File: src/rtl/rgb_axis_packer.sv
// Packs 24-bit RGB pixels into 32-bit AXI4-Stream words (4 pixels -> 3 words) with SOF/EOL framing.
// Define RGB_PACKER_XRGB_EN to bypass packing and emit one zero-padded XRGB word per pixel.
module rgb_axis_packer #(
   parameter logic [7:0] PAD_BYTE  = 8'h00,
   parameter int         RGB_ORDER = 0
) (
   input  logic        aclk,
   input  logic        aresetn,
   input  logic [7:0]  r,
   input  logic [7:0]  g,
   input  logic [7:0]  b,
   input  logic        valid,
   input  logic        sof,
   input  logic        eol,
   output logic        in_stream_ready,
   output logic [31:0] out_stream_tdata,
   output logic [3:0]  out_stream_tkeep,
   output logic        out_stream_tlast,
   output logic        out_stream_tuser,
   output logic        out_stream_tvalid,
   input  logic        out_stream_tready
);

   // state    | meaning
   // ST_PACK  | accepting pixels, phase = pixel index within the 4-pixel group
   // ST_FLUSH | eol hit mid-word; leftover hold bytes go out as a padded tlast word

   typedef enum logic {ST_PACK, ST_FLUSH} state_t;

   state_t      r_state, w_state_nxt;
   logic [1:0]  r_phase, w_phase_nxt;
   logic [23:0] r_hold, w_hold_nxt;
   logic        r_sof_pend, w_sof_pend_nxt;
   logic [31:0] r_tdata, w_tdata_nxt;
   logic [3:0]  r_tkeep, w_tkeep_nxt;
   logic        r_tlast, w_tlast_nxt;
   logic        r_tuser, w_tuser_nxt;
   logic        r_tvalid, w_tvalid_nxt;

   logic [7:0]  w_c0, w_c1, w_c2;
   logic        w_load_en;
   logic        w_accept;
   logic        w_ld;
   logic [31:0] w_ld_data;
   logic [3:0]  w_ld_keep;
   logic        w_ld_last;

   assign w_c0 = (RGB_ORDER == 0) ? r : b;
   assign w_c1 = g;
   assign w_c2 = (RGB_ORDER == 0) ? b : r;

   assign w_load_en       = !r_tvalid || out_stream_tready;
   assign in_stream_ready = (r_state == ST_PACK) && w_load_en;
   assign w_accept        = valid && in_stream_ready;

   always_ff @(posedge aclk or negedge aresetn) begin
      if (!aresetn) begin
         r_state    <= ST_PACK;
         r_phase    <= 2'd0;
         r_hold     <= 24'h0;
         r_sof_pend <= 1'b0;
         r_tdata    <= 32'h0;
         r_tkeep    <= 4'h0;
         r_tlast    <= 1'b0;
         r_tuser    <= 1'b0;
         r_tvalid   <= 1'b0;
      end else begin
         r_state    <= w_state_nxt;
         r_phase    <= w_phase_nxt;
         r_hold     <= w_hold_nxt;
         r_sof_pend <= w_sof_pend_nxt;
         r_tdata    <= w_tdata_nxt;
         r_tkeep    <= w_tkeep_nxt;
         r_tlast    <= w_tlast_nxt;
         r_tuser    <= w_tuser_nxt;
         r_tvalid   <= w_tvalid_nxt;
      end
   end

   always_comb begin
      w_state_nxt    = r_state;
      w_phase_nxt    = r_phase;
      w_hold_nxt     = r_hold;
      w_sof_pend_nxt = r_sof_pend;
      w_tdata_nxt    = r_tdata;
      w_tkeep_nxt    = r_tkeep;
      w_tlast_nxt    = r_tlast;
      w_tuser_nxt    = r_tuser;
      w_tvalid_nxt   = r_tvalid && !out_stream_tready;
      w_ld           = 1'b0;
      w_ld_data      = 32'h0;
      w_ld_keep      = 4'h0;
      w_ld_last      = 1'b0;

`ifdef RGB_PACKER_XRGB_EN
      if (w_accept) begin
         w_ld      = 1'b1;
         w_ld_data = {8'h00, w_c2, w_c1, w_c0};
         w_ld_keep = 4'hF;
         w_ld_last = eol;
      end
`else
      unique case (r_state)
         ST_PACK: begin
            if (w_accept) begin
               case (r_phase)
                  2'd0: begin
                     w_hold_nxt = {w_c2, w_c1, w_c0};
                     if (eol) begin
                        w_ld      = 1'b1;
                        w_ld_data = {PAD_BYTE, w_c2, w_c1, w_c0};
                        w_ld_keep = 4'b0111;
                        w_ld_last = 1'b1;
                     end else begin
                        w_phase_nxt = 2'd1;
                     end
                  end
                  2'd1: begin
                     w_ld        = 1'b1;
                     w_ld_data   = {w_c0, r_hold};
                     w_ld_keep   = 4'hF;
                     w_hold_nxt  = {8'h00, w_c2, w_c1};
                     w_phase_nxt = 2'd2;
                     if (eol) w_state_nxt = ST_FLUSH;
                  end
                  2'd2: begin
                     w_ld        = 1'b1;
                     w_ld_data   = {w_c1, w_c0, r_hold[15:0]};
                     w_ld_keep   = 4'hF;
                     w_hold_nxt  = {16'h0000, w_c2};
                     w_phase_nxt = 2'd3;
                     if (eol) w_state_nxt = ST_FLUSH;
                  end
                  2'd3: begin
                     w_ld        = 1'b1;
                     w_ld_data   = {w_c2, w_c1, w_c0, r_hold[7:0]};
                     w_ld_keep   = 4'hF;
                     w_ld_last   = eol;
                     w_phase_nxt = 2'd0;
                  end
               endcase
            end
         end
         ST_FLUSH: begin
            // phase already advanced: 2 means two leftover bytes, 3 means one
            if (w_load_en) begin
               w_ld = 1'b1;
               if (r_phase == 2'd2) begin
                  w_ld_data = {PAD_BYTE, PAD_BYTE, r_hold[15:0]};
                  w_ld_keep = 4'b0011;
               end else begin
                  w_ld_data = {PAD_BYTE, PAD_BYTE, PAD_BYTE, r_hold[7:0]};
                  w_ld_keep = 4'b0001;
               end
               w_ld_last   = 1'b1;
               w_state_nxt = ST_PACK;
               w_phase_nxt = 2'd0;
            end
         end
         default: w_state_nxt = ST_PACK;
      endcase
`endif

      if (w_ld) begin
         w_tvalid_nxt   = 1'b1;
         w_tdata_nxt    = w_ld_data;
         w_tkeep_nxt    = w_ld_keep;
         w_tlast_nxt    = w_ld_last;
         w_tuser_nxt    = r_sof_pend || (w_accept && sof);
         w_sof_pend_nxt = 1'b0;
      end else if (w_accept && sof) begin
         w_sof_pend_nxt = 1'b1;
      end
   end

   assign out_stream_tdata  = r_tdata;
   assign out_stream_tkeep  = r_tkeep;
   assign out_stream_tlast  = r_tlast;
   assign out_stream_tuser  = r_tuser;
   assign out_stream_tvalid = r_tvalid;

endmodule

File: config.mk
export PLATFORM = sky130hd
export DESIGN_NAME = rgb_axis_packer
export DESIGN_NICKNAME = d
export VERILOG_FILES = /design/src/rtl/rgb_axis_packer.sv
export SDC_FILE = /design/constraint.sdc
export NUM_CORES = 1
export LEC_CHECK = 0
export BUFFER_PORTS_ARGS = -buffer_cell sky130_fd_sc_hd__buf_2
export CAP_MARGIN = 20
export CELL_PAD_IN_SITES_DETAIL_PLACEMENT = 1
export CELL_PAD_IN_SITES_GLOBAL_PLACEMENT = 1
export CORE_ASPECT_RATIO = 0.9
export CORE_MARGIN = 2
export CORE_UTILIZATION = 44
export DETAILED_ROUTE_END_ITERATION = 12
export PLACE_DENSITY_LB_ADDON = 0.1
export SLEW_MARGIN = 20
export SYNTH_ARGS = -nofsm -noshare
export SYNTH_HDL_FRONTEND = slang
export SYNTH_SLANG_ARGS = --single-unit
File: constraint.sdc
create_clock -name aclk -period 3.65 [get_ports aclk]
set_input_delay 0.365 -clock aclk [delete_from_list [all_inputs] [get_ports aclk]]
set_output_delay 0.365 -clock aclk [all_outputs]
set_load 0.1 [all_outputs]
==> results by stage <==
Setup path:
- The worst setup path is of the flop to flop kind.
- The worst register-to-register path begins at r_phase[1].
- STA classifies the critical path endpoint as a flop.
- The kind of start point of the critical path is a flop.
- Along the worst path, the maximum fanout reaches 26.
- At the worst endpoint, the required time is 3.87 ns.
- The depth of the worst register-to-register path is 5.
- The critical path ends at r_hold[2].
- The critical path starts at r_phase[1].
- The worst path arrival time is 2.98 ns.
- Setup slack on the worst reg-to-reg path comes out at 0.89 ns.
- The capture instance of the worst register-to-register path is r_hold[2].

Timing:
- Setup repair after global routing left no endpoint under its margin.
- The worst path in the final design needs a cycle of 2.760 ns, including I/O delays and setup.
- The final setup violation count is 0.
- The count of final hold-check violations is 0.
- The fraction of the cycle the final worst path needs is 0.7561.
- Based on the critical path, the design can be clocked at up to 362.4 MHz.
- At the pin with the least slew margin, the transition time is 1.011 ns.
- The worst slew slack as a fraction of its limit is 0.3258.
- The final count of pins violating max slew is 0.
- The setup skew after layout is 0.008181 ns.
- In the final timing run, aggregate negative setup slack is 0 ns.

Global routing:
- The first global-routing pass estimated 18340 um of wire.
- Entering global routing, the biggest net connects 68 pins.
- For this run, the total global-route usage over all layers was measured as 0.2696.
- The met2 capacity usage during global routing is 0.4269.
- The total overflow reported by the global router is 0.
- The global routing usage on met1 is 0.3792.
- In this run the most used layer during global routing was met2.
- The met3 track utilization from global routing is 0.05882.
- The number of antenna violations at the first check in global routing was 0.
- The via count of the first global-routing pass came to 3332.

Routing:
- The number of DRC markers in iteration 0 is 274.
- The via total after detailed routing is 3489.
- The DRC violation count after routing is 0.
- After detailed routing, the average wire length per cell comes to 20.99 um.
- The first TritonRoute pass finished after 6 iterations.
- After detailed routing, the number of vias per cell comes to 6.208.
- The detail route stage leaves a number of antenna-violating nets equal to 0.
- The total wire length after detailed routing is 11800 um.

Finish:
- The utilization after layout is 0.5124.
- Registers take 1677 um2.
- The combined area of the multi-input logic cells is 1699 um2.
- The finished cells cover 4094 um2.
- The filler cells instantiated in the layout total 968.
- Of the cells placed in the final design, the portion with a size suffix greater than 1 is 0.2009.
- From synthesis to final layout, the design area changed by 14.05%.
- 0 antenna diodes ended up in the layout.
- The total number of nets in the final design is 494.

Yosys:
- The combined area of all synthesized cells is 3590 um2.
- For this run, the leading register cell type out of synthesis is sky130_fd_sc_hd__dfrtp_1.
- A synthesized cell averages 8.608 um2.
- The commonest cells after synthesis are 100 x sky130_fd_sc_hd__nand2_1, 67 x sky130_fd_sc_hd__dfrtp_1, 43 x sky130_fd_sc_hd__o21ai_0.
- The warning count from the yosys run is 0.
- The post-synthesis register bit count is 67.
- In the post-synthesis netlist, the cell with the most instances is sky130_fd_sc_hd__nand2_1.
- The async set or reset register ratio after synthesis is 1.000.
- The distinct cell type count after synthesis is 33.
- Synthesis produced a netlist with a net count of 453.
- Synthesis produced a netlist whose cell count is 417.
- The part of the Yosys area used for sequential elements is 0.4671.
- Sorting the synthesized cells by area gives the leading types as sky130_fd_sc_hd__dfrtp_1 47%, sky130_fd_sc_hd__nand2_1 10%, sky130_fd_sc_hd__a22oi_1 6.7%.
- In this run, synthesis inferred 0 flip-flops with an integrated enable.
- sky130_fd_sc_hd__dfrtp_1 takes more of the synthesized area than any other cell.
- The share of synthesized area in the top cell type comes to 0.4671.

Clock network:
- The total of hold buffers inserted after clock tree synthesis is 0.
- The post-CTS setup buffer count is 0.
- The clock latency reported for the late side of the worst-skew pair is 0.36 ns.
- CTS built an H-tree with a depth of 3.
- The number of clock buffers added by TritonCTS is 9.
- The total clock sinks is 67.
- The number of resized instances in the post-cts repair step is 0.
- After clock tree synthesis, the clock-pin slew on the worst setup and hold paths is 0.07 ns.
- The clock root buffer master is sky130_fd_sc_hd__clkbuf_8.
- TritonCTS built the clock tree.
- The worst-case clock buffer depth is 2.

Placement:
- The post-detailed-placement half-perimeter wirelength is 7829 um.
- The routability congestion estimate from global placement is 0.8512.
- The post-detailed-placement cell area is 3905 um2.
- The count of input and output buffers is 69.

Status:
- The flow ran to the end, and the final reports show no timing, DRC or antenna violations.

Die:
- The initial utilization of the core area, before any placement, comes to 0.4493.
- The total die area is 8898 um2.
- The core footprint is 7990 um2.
- The horizontal die dimension is 99.21 um.
- The die is 89.69 um tall.
- The initialized floorplan defines 31 standard-cell rows.
- Pin placement for this block handled 70 I/O pins.

Flow run:
- The max-cap check violation count is 0.

Hold path:
- The classification of the worst-slack hold path is primary input to asynchronous set/reset pin.
==> layer usage <==
metal / share of wire / up-vias
met1: 0.45 / 1740
li1: - / 1587
met3: 0.066 / 15
met5: 0 / -
met4: 0.015 / 0
met2: 0.47 / 147
==> cells by family after synthesis <==
kind of cell	count (synthesis)	synth area share
and+or+nand+nor	134	0.1537
DFF	67	0.4671
buffers and inverters	53	0.06100
AOI/OAI and AO/OA	157	0.2973
adders and majority gates	6	0.02091
==> flip-flops by register name, indices dropped and copies added (netlist names) <==
| name | cells |
|---|---|
| out_stream_tdata | 32 |
| r_hold | 24 |
| out_stream_tkeep | 4 |
| r_phase | 2 |
| out_stream_tlast | 1 |
| out_stream_tuser | 1 |
| out_stream_tvalid | 1 |
| r_sof_pend | 1 |
| r_state | 1 |
==> layout by cell type (no fill, tap or decap), types with 5 or more instances in the layout <==
| cell | count |
|---|---|
| sky130_fd_sc_hd__ha_1 | 5 |
| sky130_fd_sc_hd__nand2_1 | 100 |
| sky130_fd_sc_hd__o21ai_0 | 43 |
| sky130_fd_sc_hd__inv_1 | 10 |
| sky130_fd_sc_hd__a221oi_1 | 24 |
| sky130_fd_sc_hd__dfrtp_1 | 67 |
| sky130_fd_sc_hd__o21ai_1 | 7 |
| sky130_fd_sc_hd__o31ai_1 | 18 |
| sky130_fd_sc_hd__nand3_1 | 8 |
| sky130_fd_sc_hd__a22oi_1 | 32 |
| sky130_fd_sc_hd__clkbuf_8 | 9 |
| sky130_fd_sc_hd__a21oi_1 | 18 |
| sky130_fd_sc_hd__a222oi_1 | 8 |
| sky130_fd_sc_hd__buf_2 | 69 |
| sky130_fd_sc_hd__nor2_1 | 13 |
==> final cells by class <==
| type | count | share of cell area |
|---|---|---|
| Clock buffer | 11 | 0.03209 |
| Clock inverter | 5 | 0.01314 |
| Inverter | 11 | 0.01009 |
| Multi-Input combinational cell | 297 | 0.4150 |
| Sequential cell | 67 | 0.4095 |
| Tap cell | 99 | 0.03026 |
| Timing Repair Buffer | 72 | 0.08985 |
==> critical path: stages (launching register included) <==
cell	delay, ns
sky130_fd_sc_hd__dfrtp_1	0.56
sky130_fd_sc_hd__inv_1	0.15
sky130_fd_sc_hd__ha_1	0.53
sky130_fd_sc_hd__clkinv_1	0.71
sky130_fd_sc_hd__a221oi_1	0.54
sky130_fd_sc_hd__o31ai_1	0.12
==> stage by stage <==
step / cells / hold WS, ns / setup WS, ns
finish: 562 / 0.1984 / 0.8903
global route: 562 / 0.2641 / 0.7107
CTS: 562 / 0.2374 / 0.9964
detailed placement: 546 / 0.4604 / 0.9966
global placement: 546 / 0.4433 / 1.138
floorplan: 417 / 0.06941 / 0.9520
==> how the worst min path moves through the flow <==
stage	from	to	slack [ns]
global route	aresetn	out_stream_tuser	0.26
floorplan	aresetn	out_stream_tdata[0]	0.07
global placement	out_stream_tkeep[0]	out_stream_tkeep[0]	0.44
CTS	aresetn	out_stream_tuser	0.24
finish	aresetn	out_stream_tdata[5]	0.20
detailed placement	out_stream_tdata[11]	out_stream_tdata[11]	0.46
Power is left out: the tool's default activity adds up to more than one toggle a clock period on the data nets, which glitch-free logic cannot reach.
